## config.mk

```make
export PLATFORM = sky130hd
export DESIGN_NAME = irq_pending_latch
export DESIGN_NICKNAME = d
export VERILOG_FILES = /design/src/rtl/irq_pkg.sv /design/src/rtl/irq_edge_det.sv /design/src/rtl/irq_pending_latch.sv
export SDC_FILE = /design/constraint.sdc
export NUM_CORES = 1
export LEC_CHECK = 0
export CAP_MARGIN = 30
export CORE_MARGIN = 1
export CORE_UTILIZATION = 42
export DETAILED_ROUTE_END_ITERATION = 7
export MAX_ROUTING_LAYER = met4
export PLACE_DENSITY = 0.78
export SLEW_MARGIN = 15
export SYNTH_ARGS = -nofsm -noshare
export SYNTH_HDL_FRONTEND = slang
export SYNTH_HIERARCHICAL = 1
export SYNTH_SLANG_ARGS = --single-unit
```

## constraint.sdc

```tcl
create_clock -name clk -period 2.1 [get_ports clk]
set_input_delay 0.42 -clock clk [delete_from_list [all_inputs] [get_ports clk]]
set_output_delay 0.42 -clock clk [all_outputs]
set_load 0.01 [all_outputs]
```

## src/rtl/irq_pkg.sv

```systemverilog
// Shared constants and helpers for the interrupt pending latch.
// Level-sensitive lines are available when IRQ_LEVEL_MODE_EN is defined.
package irq_pkg;

    localparam int N_IRQ = 8;
    localparam int IDX_W = 3;

    // One-hot decode of an index; indexes beyond the request count decode to zero.
    function automatic logic [N_IRQ-1:0] onehot_dec(input logic [IDX_W-1:0] idx);
        logic [N_IRQ-1:0] vec;
        vec = {N_IRQ{1'b0}};
        if ({1'b0, idx} < (IDX_W + 1)'(N_IRQ)) begin
            vec[idx] = 1'b1;
        end else begin
            vec = {N_IRQ{1'b0}};
        end
        return vec;
    endfunction

endpackage

```

## src/rtl/irq_edge_det.sv

```systemverilog
// N-bit rising-edge detector. Reset loads the current input so that lines
// already high during reset never produce an edge afterwards.
module irq_edge_det #(
    parameter int N = 8
) (
    input  logic         clk,
    input  logic         rst,
    input  logic [N-1:0] irq,
    output logic [N-1:0] rise
);

    logic [N-1:0] irq_prev_r;

    // Previous-cycle copy of the request lines.
    always_ff @(posedge clk) begin
        if (rst) begin
            irq_prev_r <= irq;
        end else begin
            irq_prev_r <= irq;
        end
    end

    assign rise = irq & ~irq_prev_r;

endmodule

```

## src/rtl/irq_pending_latch.sv

```systemverilog
// Sticky pending register with software mask and ack/index retirement,
// feeding the 8:3 priority encoder. Define IRQ_LEVEL_MODE_EN to add level_sel.
module irq_pending_latch
    import irq_pkg::*;
#(
    parameter int N    = N_IRQ,
    parameter int IDXW = IDX_W
) (
    input  logic            clk,
    input  logic            rst,
    input  logic [N-1:0]    irq,
`ifdef IRQ_LEVEL_MODE_EN
    input  logic [N-1:0]    level_sel,
`endif
    input  logic            mask_wr,
    input  logic [N-1:0]    mask_in,
    output logic [N-1:0]    mask,
    output logic [N-1:0]    pend,
    output logic            irq_valid,
    input  logic            ack,
    input  logic [IDXW-1:0] ack_idx,
    output logic [N-1:0]    overflow
);

    logic [N-1:0]     pending_r;
    logic [N-1:0]     mask_r;
    logic [N-1:0]     ovf_r;
    logic [N-1:0]     rise_s;
    logic [N-1:0]     lvl_s;
    logic [N_IRQ-1:0] dec_s;
    logic [N-1:0]     clr_s;
    logic [N-1:0]     ovf_set_s;
    logic [N-1:0]     pending_nxt_s;
    logic [N-1:0]     ovf_nxt_s;

    irq_edge_det #(.N(N)) u_edge_det (
        .clk  (clk),
        .rst  (rst),
        .irq  (irq),
        .rise (rise_s)
    );

`ifdef IRQ_LEVEL_MODE_EN
    assign lvl_s = level_sel;
`else
    assign lvl_s = {N{1'b0}};
`endif

    // Retire vector; indexes at or above N decode to nothing.
    always_comb begin
        dec_s = onehot_dec(ack_idx);
        if (ack) begin
            clr_s = dec_s[N-1:0];
        end else begin
            clr_s = {N{1'b0}};
        end
    end

    // Next pending/overflow state; a new edge beats a same-cycle ack.
    always_comb begin
        ovf_set_s     = rise_s & pending_r & ~clr_s & ~lvl_s;
        pending_nxt_s = (lvl_s & irq) | (~lvl_s & ((pending_r & ~clr_s) | rise_s));
        ovf_nxt_s     = ovf_set_s | (ovf_r & ~clr_s & ~lvl_s);
    end

    // State registers.
    always_ff @(posedge clk) begin
        if (rst) begin
            pending_r <= {N{1'b0}};
            mask_r    <= {N{1'b0}};
            ovf_r     <= {N{1'b0}};
        end else begin
            pending_r <= pending_nxt_s;
            ovf_r     <= ovf_nxt_s;
            if (mask_wr) begin
                mask_r <= mask_in;
            end else begin
                mask_r <= mask_r;
            end
        end
    end

    assign mask      = mask_r;
    assign pend      = pending_r & mask_r;
    assign irq_valid = |(pending_r & mask_r);
    assign overflow  = ovf_r;

endmodule

```

==> summary.txt <==
Power
  – Seq pwr share: 0.562
  – Psw: 0.0002917 W
  – Clk pwr share: 0.271
  – Share of power burned in combinational logic: 0.167
  – Cell internal pwr: 0.0008828 W
  – Peak supply drop: 532.1 uV
  – Cell leakage power: 0.7599 nW
  – Power per cell area: 642.9 nW/um^2
  – Switch share: 0.2484

Flow run
  – Max Cap Viol: 0

Floorplanning
  – # rows: 19
  – Die Y: 55.62 um
  – Area of the die: 3093 sq um
  – Die Wd: 55.62 um
  – Effective utilization at floorplan: 0.4416
  – Top Ports: 48
  – CORE AREA: 2734 sq um

Setup path
  – Startpoint Class: register
  – Worst path arrival time: 1.85 ns
  – Crit path capture type: output port
  – Critical path class: register to output port
  – Worst path required time: 1.68 ns
  – Critical path peak fanout: 2

Cells and area
  – Area delta synth->final: 51.30%
  – Reg area: 643.1 sq um
  – Final #Nets: 207
  – Layout Cells excl Fill: 215
  – Fill cells: 222
  – Multi-input gate area: 524.3 sq um
  – Final instance area: 1827 sq um
  – Share of cells above drive strength 1: 0.1685
  – N_diodes: 0
  – Commonest non-fill, non-tap cell in the layout: clkdlybuf4s50_1
  – Highest-count cells in the layout ignoring fill and taps: clkdlybuf4s50_1 (46), dfxtp_1 (30), a21oi_1 (16)

STA
  – Slew Limit Fails: 0
  – Setup Skew: 0.003525 ns
  – Max Clock Freq: 0.4408 GHz
  – Worst Max-Slew Pin Slew: 0.5137 ns
  – Period utilization: 1.080
  – Relative slew slack: 0.6565
  – Setup TNS: -0.1684 ns
  – Setup violations, final: 1
  – Setup ws final: -0.1684 ns
  – Min cycle time layout: 2.268 ns
  – RSZ-0062 raised after global routing: yes
  – Final Hold Vio Count: 0
  – Hold WS: 0.5153 ns

Synth
  – Largest family of logic cells by synthesized area: simple AND/OR/NAND/NOR gates
  – Xor and xnor fraction of the mapped netlist area: 0
  – Compound-cell area share of the yosys netlist: 0.09948
  – Post-Syn Instances: 124
  – Sequential element share of the synthesized area: 0.5306
  – Ys Warns: 6
  – Synth Cell Area: 1207 sq um
  – Post-Syn Nets: 147
  – Synthesized flop and latch total: 32
  – Synth Area in Simple Gates: 0.2663
  – Mux cell area share after synthesis: 0.06632
  – Avg Cell Area, Syn: 9.737 sq um
  – Cell variety after synth: 18
  – Synth Area in Adders: 0

Routing
  – Initial drt markers: 12
  – WL final: 2.781 mm
  – Vias: 1062
  – DRC: 0
  – DRT Pass-1 Iters: 4
  – Vias per std cell: 4.940
  – Post-route ant nets: 0
  – Wirelength per Cell: 12.93 um

Clocking
  – CTS Buffer Depth: 2
  – Root Buffer: clkbuf_4
  – Clk pin slew, worst setup/hold paths: 0.09 ns
  – Post-CTS Setup Repair Bufs: 0
  – Clock Latency Late Sink: 0.33 ns
  – Number of H-tree levels: 2
  – # clock sinks: 32
  – Total CTS buffers: 5
  – Hold-fix buffers, CTS: 0
  – CTS tree: yes

Place
  – Placement Cell Area: 1780 sq um
  – Final RePlAce weighted congestion: 0.7785
  – I/O Buffers: 47
  – Hpwl dp: 2.190 mm
  – DP Cell Count: 208

Global route
  – Largest net degree at the start of global routing: 15
  – First-pass GRT wire length: 4.602 mm
  – Vias in the first global route: 1051
  – Total grt overflow: 0
  – Gr usage total: 0.2049
  – Antenna violations before repair: 0

Run status
  – Failing checks: negative setup slack
  – Status: finished, violations left

Min path
  – Hold WC Path Type: register to register
[layer usage]
layer | vias to the layer above | wire [um] | global-route usage
met2 | 26 | 1345 | 0.3184
li1 | 534 | - | -
met1 | 495 | 1236 | 0.2310
met4 | 0 | 40 | 0.08571
met5 | - | 0 | -
met3 | 7 | 159 | 0.08837
[cells by family (layout without fill, tap and decap cells)]
kind of cell	Yosys count	count (layout)
multiplexers	8	8
buffers and inverters	12	72
AND/OR/NAND/NOR	49	49
flip-flops	32	32
AO/OA/AOI/OAI	23	23
[critical path, cell delays in order (launching register included)]
cell and delay [ns]:
dfxtp_1 0.32, and2_4 0.15, or4_1 0.50, or4_1 0.40, buf_2 0.15
[final timing paths]
| kind | from | to | slack (ns) | cells past startpoint |
|---|---|---|---|---|
| worst max-delay path | mask[1] | irq_valid | -0.17 | 4 |
| worst min-delay path | pending_r[4] | pending_r[4] | 0.52 | 2 |
| worst max register to register | pending_r[7] | pending_r[7] | 1.33 | 3 |
| worst min register to register | pending_r[4] | pending_r[4] | 0.52 | 2 |
[final cells by class]
class,count,share of cell area
Inverter,7,0.01438
Sequential cell,32,0.3521
Timing Repair Buffer,58,0.3000
Tap cell,31,0.02123
Multi-Input combinational cell,80,0.2870
Clock buffer,6,0.02260
Clock inverter,1,0.002740
[stage by stage]
stage / util / worst slack [ns] / power, W
CTS: 0.6682 / -0.1933 / 0.001190
floorplan: - / 0.1639 / 0.0007523
detailed placement: 0.6513 / -0.2402 / 0.0008725
finish: 0.6682 / -0.1684 / 0.001174
global route: 0.6682 / -0.2654 / 0.001231
global placement: 0.6513 / -0.2228 / 0.0008672
[state kept, by name, indices dropped and copies added, names as in the netlist]
| signal | count |
|---|---|
| pending_r | 8 |
| u_edge_det/irq_prev_r | 8 |
| mask | 8 |
| overflow | 8 |
[what timing repair did]
item,4_1_cts,5_1_grt
resized for setup,7,0
endpoints found under the setup margin,1,1
pin swaps,3,0
hold endpoints to repair,0,0
[power groups by stage]
stage / Combinational (W) / Sequential [W] / Clock, W
after floorplan: 0.0000738 / 0.000679 / 0
after detailed placement: 0.000198 / 0.000674 / 0
final: 0.000196 / 0.000661 / 0.000318
after CTS: 0.000197 / 0.000661 / 0.000332
after global placement: 0.000194 / 0.000673 / 0
after global routing: 0.000212 / 0.000665 / 0.000354
[cell usage after synthesis (all sizes together)]
cell    number  area share
dfxtp       32        0.53
a21oi       16       0.066
nor2        14       0.044
nor3         9       0.037
and2         8       0.044
mux2i        8       0.066
nor2b        8       0.091
inv          7       0.022
clkbuf       5       0.016
o21ai        5       0.021
nand2b       3       0.016
nand2        2      0.0062
o31ai        2       0.012
or4          2       0.012
nand4        1      0.0052
nor3b        1      0.0062
or2          1      0.0052
Note: power is estimated with default switching activity, not from simulation.
